`src/rtl/ifu_prefetch.sv`:
```
// Instruction-fetch unit with a prefetch buffer.
// Issues pipelined AXI-Lite reads ahead of decode and holds up to DEPTH
// requests in flight or buffered. Entries reach the IDU in order as {pc, inst, fault}.
//
// state  | meaning
// IDLE   | no AR outstanding on the bus; issue once a credit is free and not halted
// REQ    | AR valid with a held address, waiting for ar_ready
module ifu_prefetch #(
   parameter int                 ADDR_W   = 32,
   parameter int                 INST_W   = 32,
   parameter int                 DEPTH    = 4,
   parameter int                 PC_STEP  = 4,
   parameter logic [ADDR_W-1:0]  RESET_PC = 32'h8000_0000
) (
   input  logic              clk_i,
   input  logic              rst_i,
   input  logic              redirect_i,
   input  logic [ADDR_W-1:0] redirect_pc_i,
   output logic              f_valid_o,
   input  logic              D_ready_i,
   output logic [ADDR_W-1:0] pc_o,
   output logic [INST_W-1:0] inst_o,
   output logic              fault_o,
   output logic              mst_ar_valid_o,
   output logic [ADDR_W-1:0] mst_ar_addr_o,
   input  logic              mst_ar_ready_i,
   input  logic              mst_r_valid_i,
   input  logic [INST_W-1:0] mst_r_data_i,
   input  logic [1:0]        mst_r_resp_i,
   output logic              mst_r_ready_o
);
   localparam int PTR_W = $clog2(DEPTH);
   localparam int CNT_W = PTR_W + 1;

   typedef enum logic {S_IDLE, S_REQ} state_t;

   state_t            state_q, state_d;
   logic [ADDR_W-1:0] ar_addr_q, ar_addr_d;
   logic              stale_q, stale_d;
   logic [ADDR_W-1:0] fpc_q, fpc_d;
   logic [ADDR_W-1:0] rpc_q, rpc_d;
   logic [CNT_W-1:0]  inflight_q, inflight_d;
   logic [CNT_W-1:0]  drop_q, drop_d;
   logic              halted_q, halted_d;
   logic [PTR_W-1:0]  wr_ptr_q, wr_ptr_d;
   logic [PTR_W-1:0]  rd_ptr_q, rd_ptr_d;
   logic [CNT_W-1:0]  count_q, count_d;

   logic [ADDR_W-1:0] mem_pc   [DEPTH];
   logic [INST_W-1:0] mem_inst [DEPTH];
   logic              mem_flt  [DEPTH];

   logic              ar_hs, r_hs, push, pop, empty, full;
   logic [CNT_W:0]    credit_sum;

   assign ar_hs      = (state_q == S_REQ) && mst_ar_ready_i;
   assign mst_r_ready_o = (inflight_q != '0) || (drop_q != '0);
   assign r_hs       = mst_r_valid_i && mst_r_ready_o;
   // Beats owed to a flushed stream, or arriving during a redirect, are discarded.
   assign push       = r_hs && (drop_q == '0) && !redirect_i;
   assign empty      = (count_q == '0);
   assign full       = (count_q == CNT_W'(DEPTH));
   assign pop        = !empty && D_ready_i && !redirect_i;
   assign credit_sum = {1'b0, inflight_q} + {1'b0, count_q} + {1'b0, drop_q};

   assign mst_ar_valid_o = (state_q == S_REQ);
   assign mst_ar_addr_o  = ar_addr_q;
   assign f_valid_o      = !empty;
   assign pc_o           = empty ? '0 : mem_pc[rd_ptr_q];
   assign inst_o         = empty ? '0 : mem_inst[rd_ptr_q];
   assign fault_o        = empty ? 1'b0 : mem_flt[rd_ptr_q];

   // Issue FSM, fetch/response PCs and credit counters.
   always_comb begin
      state_d    = state_q;
      ar_addr_d  = ar_addr_q;
      stale_d    = stale_q;
      fpc_d      = fpc_q;
      rpc_d      = rpc_q;
      halted_d   = halted_q;
      inflight_d = inflight_q;
      drop_d     = drop_q;

      case (state_q)
         S_IDLE: begin
            if (!halted_q && (credit_sum < (CNT_W+1)'(DEPTH))) begin
               state_d   = S_REQ;
               ar_addr_d = redirect_i ? redirect_pc_i : fpc_q;
            end
         end
         S_REQ: begin
            if (ar_hs) begin
               state_d = S_IDLE;
               stale_d = 1'b0;
            end else if (redirect_i) begin
               stale_d = 1'b1;
            end
         end
         default: state_d = S_IDLE;
      endcase

      // A stale request was issued at the old stream, so it does not advance fpc.
      if (redirect_i)
         fpc_d = redirect_pc_i;
      else if (ar_hs && !stale_q)
         fpc_d = fpc_q + ADDR_W'(PC_STEP);

      if (r_hs) begin
         if (drop_q != '0) drop_d = drop_q - CNT_W'(1);
         else              inflight_d = inflight_q - CNT_W'(1);
      end
      if (redirect_i) begin
         drop_d     = drop_d + inflight_d;
         inflight_d = '0;
      end
      if (ar_hs) begin
         if (stale_q || redirect_i) drop_d = drop_d + CNT_W'(1);
         else                       inflight_d = inflight_d + CNT_W'(1);
      end

      if (redirect_i) begin
         rpc_d    = redirect_pc_i;
         halted_d = 1'b0;
      end else if (push) begin
         rpc_d = rpc_q + ADDR_W'(PC_STEP);
         if (mst_r_resp_i != 2'b00) halted_d = 1'b1;
      end
   end

   // Prefetch FIFO pointers and occupancy.
   always_comb begin
      wr_ptr_d = wr_ptr_q;
      rd_ptr_d = rd_ptr_q;
      count_d  = count_q;
      if (redirect_i) begin
         wr_ptr_d = '0;
         rd_ptr_d = '0;
         count_d  = '0;
      end else begin
         if (push) wr_ptr_d = wr_ptr_q + PTR_W'(1);
         if (pop)  rd_ptr_d = rd_ptr_q + PTR_W'(1);
         case ({push, pop})
            2'b10:   count_d = count_q + CNT_W'(1);
            2'b01:   count_d = count_q - CNT_W'(1);
            default: count_d = count_q;
         endcase
      end
   end

   // State register.
   always_ff @(posedge clk_i or posedge rst_i) begin
      if (rst_i) begin
         state_q    <= S_IDLE;
         ar_addr_q  <= '0;
         stale_q    <= 1'b0;
         fpc_q      <= RESET_PC;
         rpc_q      <= RESET_PC;
         inflight_q <= '0;
         drop_q     <= '0;
         halted_q   <= 1'b0;
         wr_ptr_q   <= '0;
         rd_ptr_q   <= '0;
         count_q    <= '0;
      end else begin
         state_q    <= state_d;
         ar_addr_q  <= ar_addr_d;
         stale_q    <= stale_d;
         fpc_q      <= fpc_d;
         rpc_q      <= rpc_d;
         inflight_q <= inflight_d;
         drop_q     <= drop_d;
         halted_q   <= halted_d;
         wr_ptr_q   <= wr_ptr_d;
         rd_ptr_q   <= rd_ptr_d;
         count_q    <= count_d;
      end
   end

   // Buffer storage; contents are masked by the empty flag, so no reset is needed.
   always_ff @(posedge clk_i) begin
      if (push) begin
         mem_pc[wr_ptr_q]   <= rpc_q;
         mem_inst[wr_ptr_q] <= mst_r_data_i;
         mem_flt[wr_ptr_q]  <= (mst_r_resp_i != 2'b00);
      end
   end

   // Credits reserve a slot for every response, so a push can never hit a full buffer.
   a_no_push_full: assert property (@(posedge clk_i) disable iff (rst_i) !(push && full));

endmodule

```
`config.mk`:
```
export PLATFORM = sky130hd
export DESIGN_NAME = ifu_prefetch
export DESIGN_NICKNAME = d
export VERILOG_FILES = /design/src/rtl/ifu_prefetch.sv
export SDC_FILE = /design/constraint.sdc
export NUM_CORES = 1
export LEC_CHECK = 0
export CAP_MARGIN = 10
export CELL_PAD_IN_SITES_DETAIL_PLACEMENT = 0
export CELL_PAD_IN_SITES_GLOBAL_PLACEMENT = 1
export CORE_ASPECT_RATIO = 1.25
export CORE_MARGIN = 1
export CORE_UTILIZATION = 35
export CTS_BUF_LIST = sky130_fd_sc_hd__clkbuf_8 sky130_fd_sc_hd__clkbuf_16
export CTS_CLUSTER_DIAMETER = 120
export CTS_CLUSTER_SIZE = 40
export DETAILED_ROUTE_END_ITERATION = 6
export HOLD_SLACK_MARGIN = 0.06
export PLACE_DENSITY_LB_ADDON = 0.1
export SYNTH_ARGS = -nofsm -noshare
export SYNTH_HDL_FRONTEND = slang
export SYNTH_SLANG_ARGS = --single-unit
```
`constraint.sdc`:
```
create_clock -name clk_i -period 11 [get_ports clk_i]
set_clock_uncertainty 0.2 [all_clocks]
set_input_delay 1.65 -clock clk_i [delete_from_list [all_inputs] [get_ports clk_i]]
set_output_delay 1.65 -clock clk_i [all_outputs]
set_load 0.005 [all_outputs]
```
After elaboration in Yosys (flattened, before gate mapping)
Memory sizes are Yosys's and may differ from the RTL's.
Index checks and enable logic that the tools add are counted.
{"block": "totals", "wordCells": 93, "n_memories": 3, "register_bits": 112, "mem_bits_rw": 260, "out_inout_bits": 100, "input_bits": 72}
{"block": "op_classes", "muxes": 34, "bitwise_logic": 1, "reduce_logical": 28, "n_eq_ne": 2, "addsub": 13, "magnitude_cmp": 1}
{"name": "mem_inst", "depth": 4, "width": 32, "rd": 1, "rd_ports_with_merged_regs": 0, "wr": 1, "line": "50", "rtl": "logic [INST_W-1:0] mem_inst [DEPTH];"}
{"name": "mem_pc", "depth": 4, "width": 32, "rd": 1, "rd_ports_with_merged_regs": 0, "wr": 1, "line": "49", "rtl": "logic [ADDR_W-1:0] mem_pc [DEPTH];"}
{"name": "mem_flt", "depth": 4, "width": 1, "rd": 1, "rd_ports_with_merged_regs": 0, "wr": 1, "line": "51", "rtl": "logic mem_flt [DEPTH];"}
{"operator": "two-way mux 32 bit", "n": 7}
{"operator": "adder 32 x 3 -> 32 bit (second input constant)", "n": 2}
{"operator": "two-way mux 3 bit", "n": 11}
{"operator": "nonzero test 2 bit", "n": 6}
{"operator": "two-way mux 1 bit", "n": 10}
{"operator": "adder 3 x 1 -> 3 bit (second input constant)", "n": 3}
{"operator": "nonzero test 3 bit", "n": 3}
{"operator": "subtractor 3 x 1 -> 3 bit (second input constant)", "n": 3}
{"operator": "logical AND 1 bit", "n": 8}
{"operator": "two-way mux 2 bit", "n": 4}
{"operator": "logical NOT 3 bit", "n": 2}
{"operator": "case mux 3 bit (2 select lines)", "n": 1}
{"operator": "AND reduction 2 bit", "n": 3}
{"operator": "adder 2 x 1 -> 2 bit (second input constant)", "n": 2}
{"operator": "adder 3 x 3 -> 4 bit", "n": 1}
{"operator": "adder 4 x 3 -> 4 bit", "n": 1}
{"operator": "logical NOT 1 bit", "n": 4}
{"operator": "< comparator 4 x 3 -> 1 bit (second input constant)", "n": 1}
{"operator": "adder 3 bit", "n": 1}
{"operator": "equality test 2 x 1 -> 1 bit (second input constant)", "n": 1}
{"operator": "equality test 2 bit (second input constant)", "n": 1}
{"operator": "logical OR 1 bit", "n": 2}
{"operator": "case mux 1 bit (2 select lines)", "n": 1}
{"operator": "NOT 1 bit", "n": 1}

Depth between registers and ports, before layout
Gate-level depths: netlist of run 1.
{"block": "logic_depth", "word_depth": 9, "mapped_depth": 18, "depth_no_buf": 16}

Worst setup path after synthesis of run 1
OpenSTA, ideal clock, no wires.
{"block": "synth_timing", "path_type": "input to register", "start": "input port mst_r_valid_i", "end": "memory mem_flt[0], enable pin", "arrival_ns": 4.197, "required_ns": 10.370, "cell_stages": 5, "setup_ns": 0.430, "slack_ns": 6.173, "n_path_buf": 2, "path_cell_list": "clkbuf_2 > nand3b_1 > nor2_1 > clkbuf_1 > and3_1"}
{"block": "synth_via", "elab_chain_len": 5}
{"element": "start: declaration", "line": "27", "rtl": "input logic mst_r_valid_i,"}
{"element": "logical AND 1 bit", "line": "58", "rtl": "assign r_hs = mst_r_valid_i && mst_r_ready_o;"}
{"element": "logical AND 1 bit (2 in a row)", "line": "60", "rtl": "assign push = r_hs && (drop_q == '0) && !redirect_i;"}
{"element": "two-way mux 1 bit", "line": "181", "rtl": "if (push) begin"}
{"element": "two-way mux 1 bit (implied by the code)", "line": "184", "rtl": "mem_flt[wr_ptr_q] <= (mst_r_resp_i != 2'b00);"}
{"element": "end: declaration", "line": "51"}
Every way passes these cells.

Final worst setup path of run 1
{"block": "layout_timing", "start": "register rd_ptr_q[0]", "end": "output port pc_o[21]"}
{"block": "layout_via", "elab_chain_len": 2}
{"element": "start: declaration", "line": "46", "rtl": "logic [PTR_W-1:0] rd_ptr_q, rd_ptr_d;"}
{"element": "start signal: assignment", "line": "174", "rtl": "rd_ptr_q <= rd_ptr_d;"}
{"element": "memory read (4 x 32 bit)"}
{"element": "two-way mux 32 bit", "line": "69", "rtl": "assign pc_o = empty ? '0 : mem_pc[rd_ptr_q];"}
{"element": "end: declaration", "line": "21", "rtl": "output logic [ADDR_W-1:0] pc_o,"}
Every way passes these cells.

==> qor.yml, run 1 <==
cts:
  insertion_delay_ps: 530
  numCtsBuffers: 13
  path_clk_slew_ps: 140
  h-tree-depth: 1
  cts_resized: 0
  clock-root-buffer: "clkbuf_16"
  tritoncts: "done"
  cts_max_path_buffers: 3
  hold_buffers: 0
  cts_setup_buffers: 0
  cts_sinks: 372
synthesis:
  synth_common_cells: "edfxtp_1, dfrtp_1, and2_1"
  synth_warnings: 0
  synth_top_area_share_pct: 47.24
  avgSynthCellArea_um2: 14.46
  synth_fp_nets: 1234
  yosysMostFrequentCell: "edfxtp_1"
  ys_types: 67
  synth_largest_area_cell: "edfxtp_1"
  netlist_area_um2: 16530
  netlist_instances: 1143
  ys.flop_type: "edfxtp_1"
  synth_edf_count: 260
  ys_async_sr_fraction_pct: 30.11
  synth_area_leaders: "edfxtp_1, dfrtp_1, mux4_2"
  yosysSeqAreaShare_pct: 64.22
  synth-seq-cells: 372
route:
  postRouteAntennaNets: 0
  drt-initial-drc-count: 489
  num_vias: 9864
  drtPass1Iterations: 5
  drc_errors: 0
  wirelength_um: 39120
  post_drt_wl_per_cell_um: 20.48
  via_per_inst: 5.164
power:
  p_leak_nw: 6.455
  power_frac_seq_pct: 50.8
  clockPowerShare_pct: 18.7
  switchingPower_mw: 1.063
  fin_total_pwr_mw: 3.492
  pwr_density_cell_nw_per_um2: 181.3
  power.internal_mw: 2.429
  switching_share_pct: 30.44
  peakVddDrop_uv: 98.78
  combPwrFrac_pct: 30.6
global_route:
  track_usage_pct: 16.46
  grt_pass1_vias: 10200
  grt_pass1_wl_um: 61220
  overflow: 0
  grt_start_max_net_pins: 72
  grt_antenna_before_repair: 0
cells_and_area:
  fin_cells: 1910
  final_cell_area_um2: 19260
  multi_input_area_um2: 5569
  drive_gt1_share_pct: 10.70
  area_delta_synth_final_pct: 16.54
  antenna_cells: 0
  fill_cells: 4318
  nets: 1365
  seqCellArea_um2: 10620
timing:
  relSlewSlack_pct: 30.01
  hold_viol: 0
  tightest_slew_ps: 1050
  fin_crit_ps: 5242
  finalMaxSlewViolations: 0
  timing.fmax_mhz: 190.8
  setup_viol: 0
  finalCritPeriodShare_pct: 47.66
  rsz0062_at_grt: "false"
  finalSetupTns_ps: 0
worst_setup_path:
  worstReg2RegEnd: "drop_q[2]"
  crit_chain: "buf_4 -> mux4_2 -> and2_1 -> clkdlybuf4s50_1"
  arrival_ps: 3390
  worst-path-max-fanout: 35
  cp_slowest_cell: "dfrtp_4"
  cp_num_buf_inv: 2
  critPathKind: "register to output pin"
  cp_top_family: "buffers and inverters"
  start_kind: "register"
  rrSetupSlack_ps: 7260
  cp.required_ps: 9150
  max_stage_delay_ps: 900
  crit-reg2reg-launch: "inflight_q[0]"
  reg2reg_depth: 16
  critPathCaptureType: "output pin"
hold_path:
  hold_path.startpoint: "mst_ar_addr_o[27]"
  whs_endpoint: "mst_ar_addr_o[27]"
  hp-class: "register to register"
  holdPathStages: 2
placed_design:
  gp_congestion: 0.7625
  portBuffers: 171
  place_area_um2: 18880
  dp.cells: 1889
  detailed_place_hpwl_um: 24950
die:
  start_util_pct: 35.65
  chipWidth_um: 196.4
  dieArea_um2: 48100
  coreArea_um2: 46350
  die_y_um: 244.9
  top_level_ports: 172
  rows: 88
run:
  max_cap_viol_count: 0
run_status:
  status: "complete, no violations"
==> kinds of logic (layout without fill, tap and decap cells) <==
family | Yosys count | after routing | share of synthesized area (%)
AOI/OAI and AO/OA | 144 | 144 | 5.694
xor gates and xnor gates | 29 | 29 | 1.704
adders and majority gates | 19 | 19 | 1.666
buffers and inverters | 94 | 231 | 2.218
DFF | 372 | 372 | 64.22
muxes | 105 | 105 | 11.40
and+or+nand+nor | 380 | 380 | 13.10
==> layout by cell type (no fill, tap or decap), types with 27 or more instances in the layout <==
cell type,instances
inv_1,31
nand2_1,67
edfxtp_1,260
nor2_1,53
nand4_1,29
and2_1,72
mux4_2,65
nand3_1,27
o21ai_0,47
dfrtp_1,108
clkdlybuf4s50_1,170
==> final cells by class <==
class	instances	share of cell area (%)
repair buffers	183	9.343
well taps	630	4.093
inverters	27	0.5392
multi-input cells	677	28.92
clock buffers	13	1.689
clock inverters	8	0.2859
flip-flops and latches	372	55.13
==> per-stage QoR <==
stage,hold WS (ps),setup slack [ps],util (%)
finish,310.4,5758,41.55
global route,331.7,5450,41.55
global placement,269.9,6168,40.73
CTS,314.2,5583,41.55
floorplan,255.6,6173,-
detailed placement,270.5,6110,40.73
==> metal layers <==
layer | up-vias | part of all wire, % | GRT usage (%)
met2 | 190 | 48 | 27.85
li1 | 4627 | - | -
met4 | 0 | 1.4 | 3.378
met3 | 32 | 3.4 | 1.786
met5 | - | 0 | 0
met1 | 5015 | 47 | 22.89
==> worst register-to-register path, cell delays in order, from the launching register on <==
cell and delay, ps:
dfrtp_1 450, inv_1 130, ha_1 230, nor2b_1 670, nor2_1 170, xnor2_1 240
ha_1 180, inv_1 50, fa_1 470, nand2_1 50, o31ai_1 110, inv_1 90
ha_1 200, inv_1 50, nor2_1 40, xnor2_1 190, xnor2_1 140
==> power groups by stage <==
stage	logic (mW)	clock network, mW	registers, mW
2_1_floorplan	0.662	0	1.74
3_3_place_gp	1.09	0	1.81
3_5_place_dp	1.09	0	1.81
4_1_cts	1.10	0.685	1.78
5_1_grt	1.19	0.727	1.80
6_report	1.07	0.651	1.77
==> sequential cells by signal, indices dropped and copies added, names as in the netlist, 2 cells and up <==
signal,flops
count_q,3
wr_ptr_q,2
mem_flt,4
rpc_q,32
mem_inst,128
drop_q,3
fpc_q,32
rd_ptr_q,2
mem_pc,128
inflight_q,3
mst_ar_addr_o,32
==> worst max-delay path by stage <==
stage	from	to	slack [ps]	depth (start not counted)
finish	rd_ptr_q[0]	pc_o[21]	5760	4
CTS	rd_ptr_q[0]	pc_o[21]	5580	4
floorplan	mst_r_valid_i	mem_flt[0]	6170	5
detailed placement	mst_r_valid_i	drop_q[2]	6110	13
global placement	rd_ptr_q[0]	pc_o[21]	6170	4
global route	rd_ptr_q[0]	pc_o[19]	5450	4
(Power assumes the default switching activity.)
==> run 2: changes to the inputs <==
==> constraint.sdc (replaced) <==
create_clock -name clk_i -period 5.25 [get_ports clk_i]
set_clock_uncertainty 0.2 [all_clocks]
set_input_delay 0.7875 -clock clk_i [delete_from_list [all_inputs] [get_ports clk_i]]
set_output_delay 0.7875 -clock clk_i [all_outputs]
set_load 0.005 [all_outputs]
==> run 2 against run 1 <==
  * Worst hold slack worse by 9.1 ps
  * Clock power is 110% higher
  * Critical path type unchanged
  * Count of clock-buffer cells in the layout stayed put
  * Via count is 0.18% lower
  * Design area is 0.64% higher
  * Sequential share of layout area is 0.35 points lower
  * Setup slack worse by 4600 ps
==> qor.yml, run 2 (synthesis gave the netlist of run 1 again) <==
run_status:
  status: "complete, no violations"  # unchanged
route:
  via_per_inst: 5.144  # was 5.164
  dr_wl_met2_um: 18890  # was 18,950 µm
  post_drt_wl_per_cell_um: 20.52  # was 20.48 µm
  met1_length_um: 18470  # was 18,290 µm
  postRouteAntennaNets: 0  # unchanged
  drc_errors: 0  # unchanged
  highest_layer: "met4"  # unchanged
  drt-initial-drc-count: 509  # was 489
  num_vias: 9846  # was 9,864
  drtPass1Iterations: 6  # was 5
  wirelength_um: 39270  # was 39,120 µm
  dr_wl_met3_um: 1251  # was 1322 µm
power:
  peakVddDrop_uv: 266.6  # was 98.78 µV
  p_leak_nw: 6.500  # was 6.455 nW
  pwr_density_cell_nw_per_um2: 379.2  # was 181.3 nW/µm²
cells_and_area:
  final_common_cell: "edfxtp_1"  # unchanged
  reg_top3: "mem_inst: 128 flops, mem_pc: 128 flops"  # unchanged
  most-common-layout-cells: "edfxtp_1, clkdlybuf4s50_1, dfrtp_1, and2_1, nand2_1"  # unchanged
  drive_gt1_share_pct: 10.98  # was 10.70%
  fill_cells: 4281  # was 4,318
  nets: 1369  # was 1,365
  finish.utilization_pct: 41.81  # was 41.55%
  area_delta_synth_final_pct: 17.28  # was 16.54%
  antenna_cells: 0  # unchanged
cts:
  cts_sinks: 372  # unchanged
  hold_buffers: 0  # unchanged
  cts_resized: 0  # unchanged
  cts_max_path_buffers: 3  # unchanged
  cts_setup_buffers: 0  # unchanged
  h-tree-depth: 1  # unchanged
  insertion_delay_ps: 540  # was 530 ps
  numCtsBuffers: 13  # unchanged
  tritoncts: "done"  # unchanged
  path_clk_slew_ps: 150  # was 140 ps
  clock-root-buffer: "clkbuf_16"  # unchanged
die:
  coreArea_um2: 46350  # unchanged
  top_level_ports: 172  # unchanged
  rows: 88  # unchanged
  dieArea_um2: 48100  # unchanged
  chipWidth_um: 196.4  # unchanged
  start_util_pct: 35.65  # unchanged
  die_y_um: 244.9  # unchanged
worst_setup_path:
  worst-path-max-fanout: 31  # was 35
  worstReg2RegEnd: "drop_q[2]"  # unchanged
  rrSetupSlack_ps: 1530  # was 7260 ps
  cp.required_ps: 4260  # was 9150 ps
  startpoint: "rd_ptr_q[0]"  # unchanged
  critPathKind: "register to output pin"  # unchanged
  arrival_ps: 3080  # was 3390 ps
  start_kind: "register"  # unchanged
  critPathCaptureType: "output pin"  # unchanged
  crit_end: "pc_o[13]"  # was pc_o[21]
  reg2reg_depth: 16  # unchanged
  crit-reg2reg-launch: "inflight_q[0]"  # unchanged
placed_design:
  detailed_place_hpwl_um: 25310  # was 24,950 µm
  gp_congestion: 0.7682  # was 0.7625
  portBuffers: 171  # unchanged
timing:
  relSlewSlack_pct: 23.97  # was 30.01%
  hold_viol: 0  # unchanged
  rsz0062_at_grt: "false"  # unchanged
  finalMaxSlewViolations: 0  # unchanged
  setup_viol: 0  # unchanged
  finalCritPeriodShare_pct: 77.49
  fin_crit_ps: 4068
  tightest_slew_ps: 1131  # was 1050 ps
  timing.fmax_mhz: 245.8
  finalSetupTns_ps: 0  # unchanged
global_route:
  grt_pass1_vias: 10210  # was 10,200
  grt_antenna_before_repair: 0  # unchanged
  grt_start_max_net_pins: 67  # was 72
  overflow: 0  # unchanged
  grt_pass1_wl_um: 61500  # was 61,220 µm
  track_usage_pct: 16.54  # was 16.46%
hold_path:
  holdPathStages: 2  # unchanged
  hold_path.startpoint: "mst_ar_addr_o[22]"  # was mst_ar_addr_o[27]
  hp-class: "register to register"  # unchanged
run:
  max_cap_viol_count: 0  # unchanged
==> run 2: cell types whose count changed in the layout (fill, tap and decap cells not counted), sizes merged <==
cell	change
buf	+4
inv	-1
clkinv	+1
==> run 2: stage by stage <==
stage	hold WS, ps	cells	power [mW]	instance area, µm²	worst slack (ps)
after global placement	273.1	1893	6.108	19000	1273
after detailed placement	273.0	1893	6.118	19000	1240
after CTS	312.2	1914	7.502	19380	1049
after floorplan	255.6	1143	5.024	16530	1285
final	301.3	1914	7.350	19380	1182
after global routing	338.2	1914	7.825	19380	949.3
==> run 2: layer usage <==
layer,vias to the layer above,GRT usage (%)
li1,4632,-
met1,4999,22.88
met2,183,28.10
met3,32,1.649
met4,0,3.653
met5,-,0
==> run 2: worst min path at each step <==
stage / endpoint / slack (ps)
2_1_floorplan: halted_q / 260
3_3_place_gp: mst_ar_addr_o[19] / 270
3_5_place_dp: mst_ar_addr_o[22] / 270
4_1_cts: mst_ar_addr_o[22] / 310
5_1_grt: mst_ar_addr_o[2] / 340
6_report: mst_ar_addr_o[22] / 300
==> run 2: layout make-up <==
class | count | area, µm² | area share [%]
multi-input cells | 677 | 5569 | 28.73
repair buffers | 187 | 1917 | 9.890
inverters | 27 | 103.9 | 0.5358
clock buffers | 13 | 325.3 | 1.678
flip-flops and latches | 372 | 10620 | 54.78
well taps | 630 | 788.3 | 4.067
clock inverters | 8 | 61.31 | 0.3163
==> run 2: critical path: stages (launching register included) <==
cell             delay (ps)
dfrtp_4                 870
buf_4                   440
mux4_2                  540
and2_1                  170
clkdlybuf4s50_1         510
==> run 2: report_power, final <==
part	internal [mW]	switching, mW	leakage, nW	total (mW)
clock	0.476	0.895	0.208	1.37
sequential	3.40	0.311	3.68	3.71
combinational	1.23	1.04	2.62	2.27
total	5.10	2.25	6.50	7.35
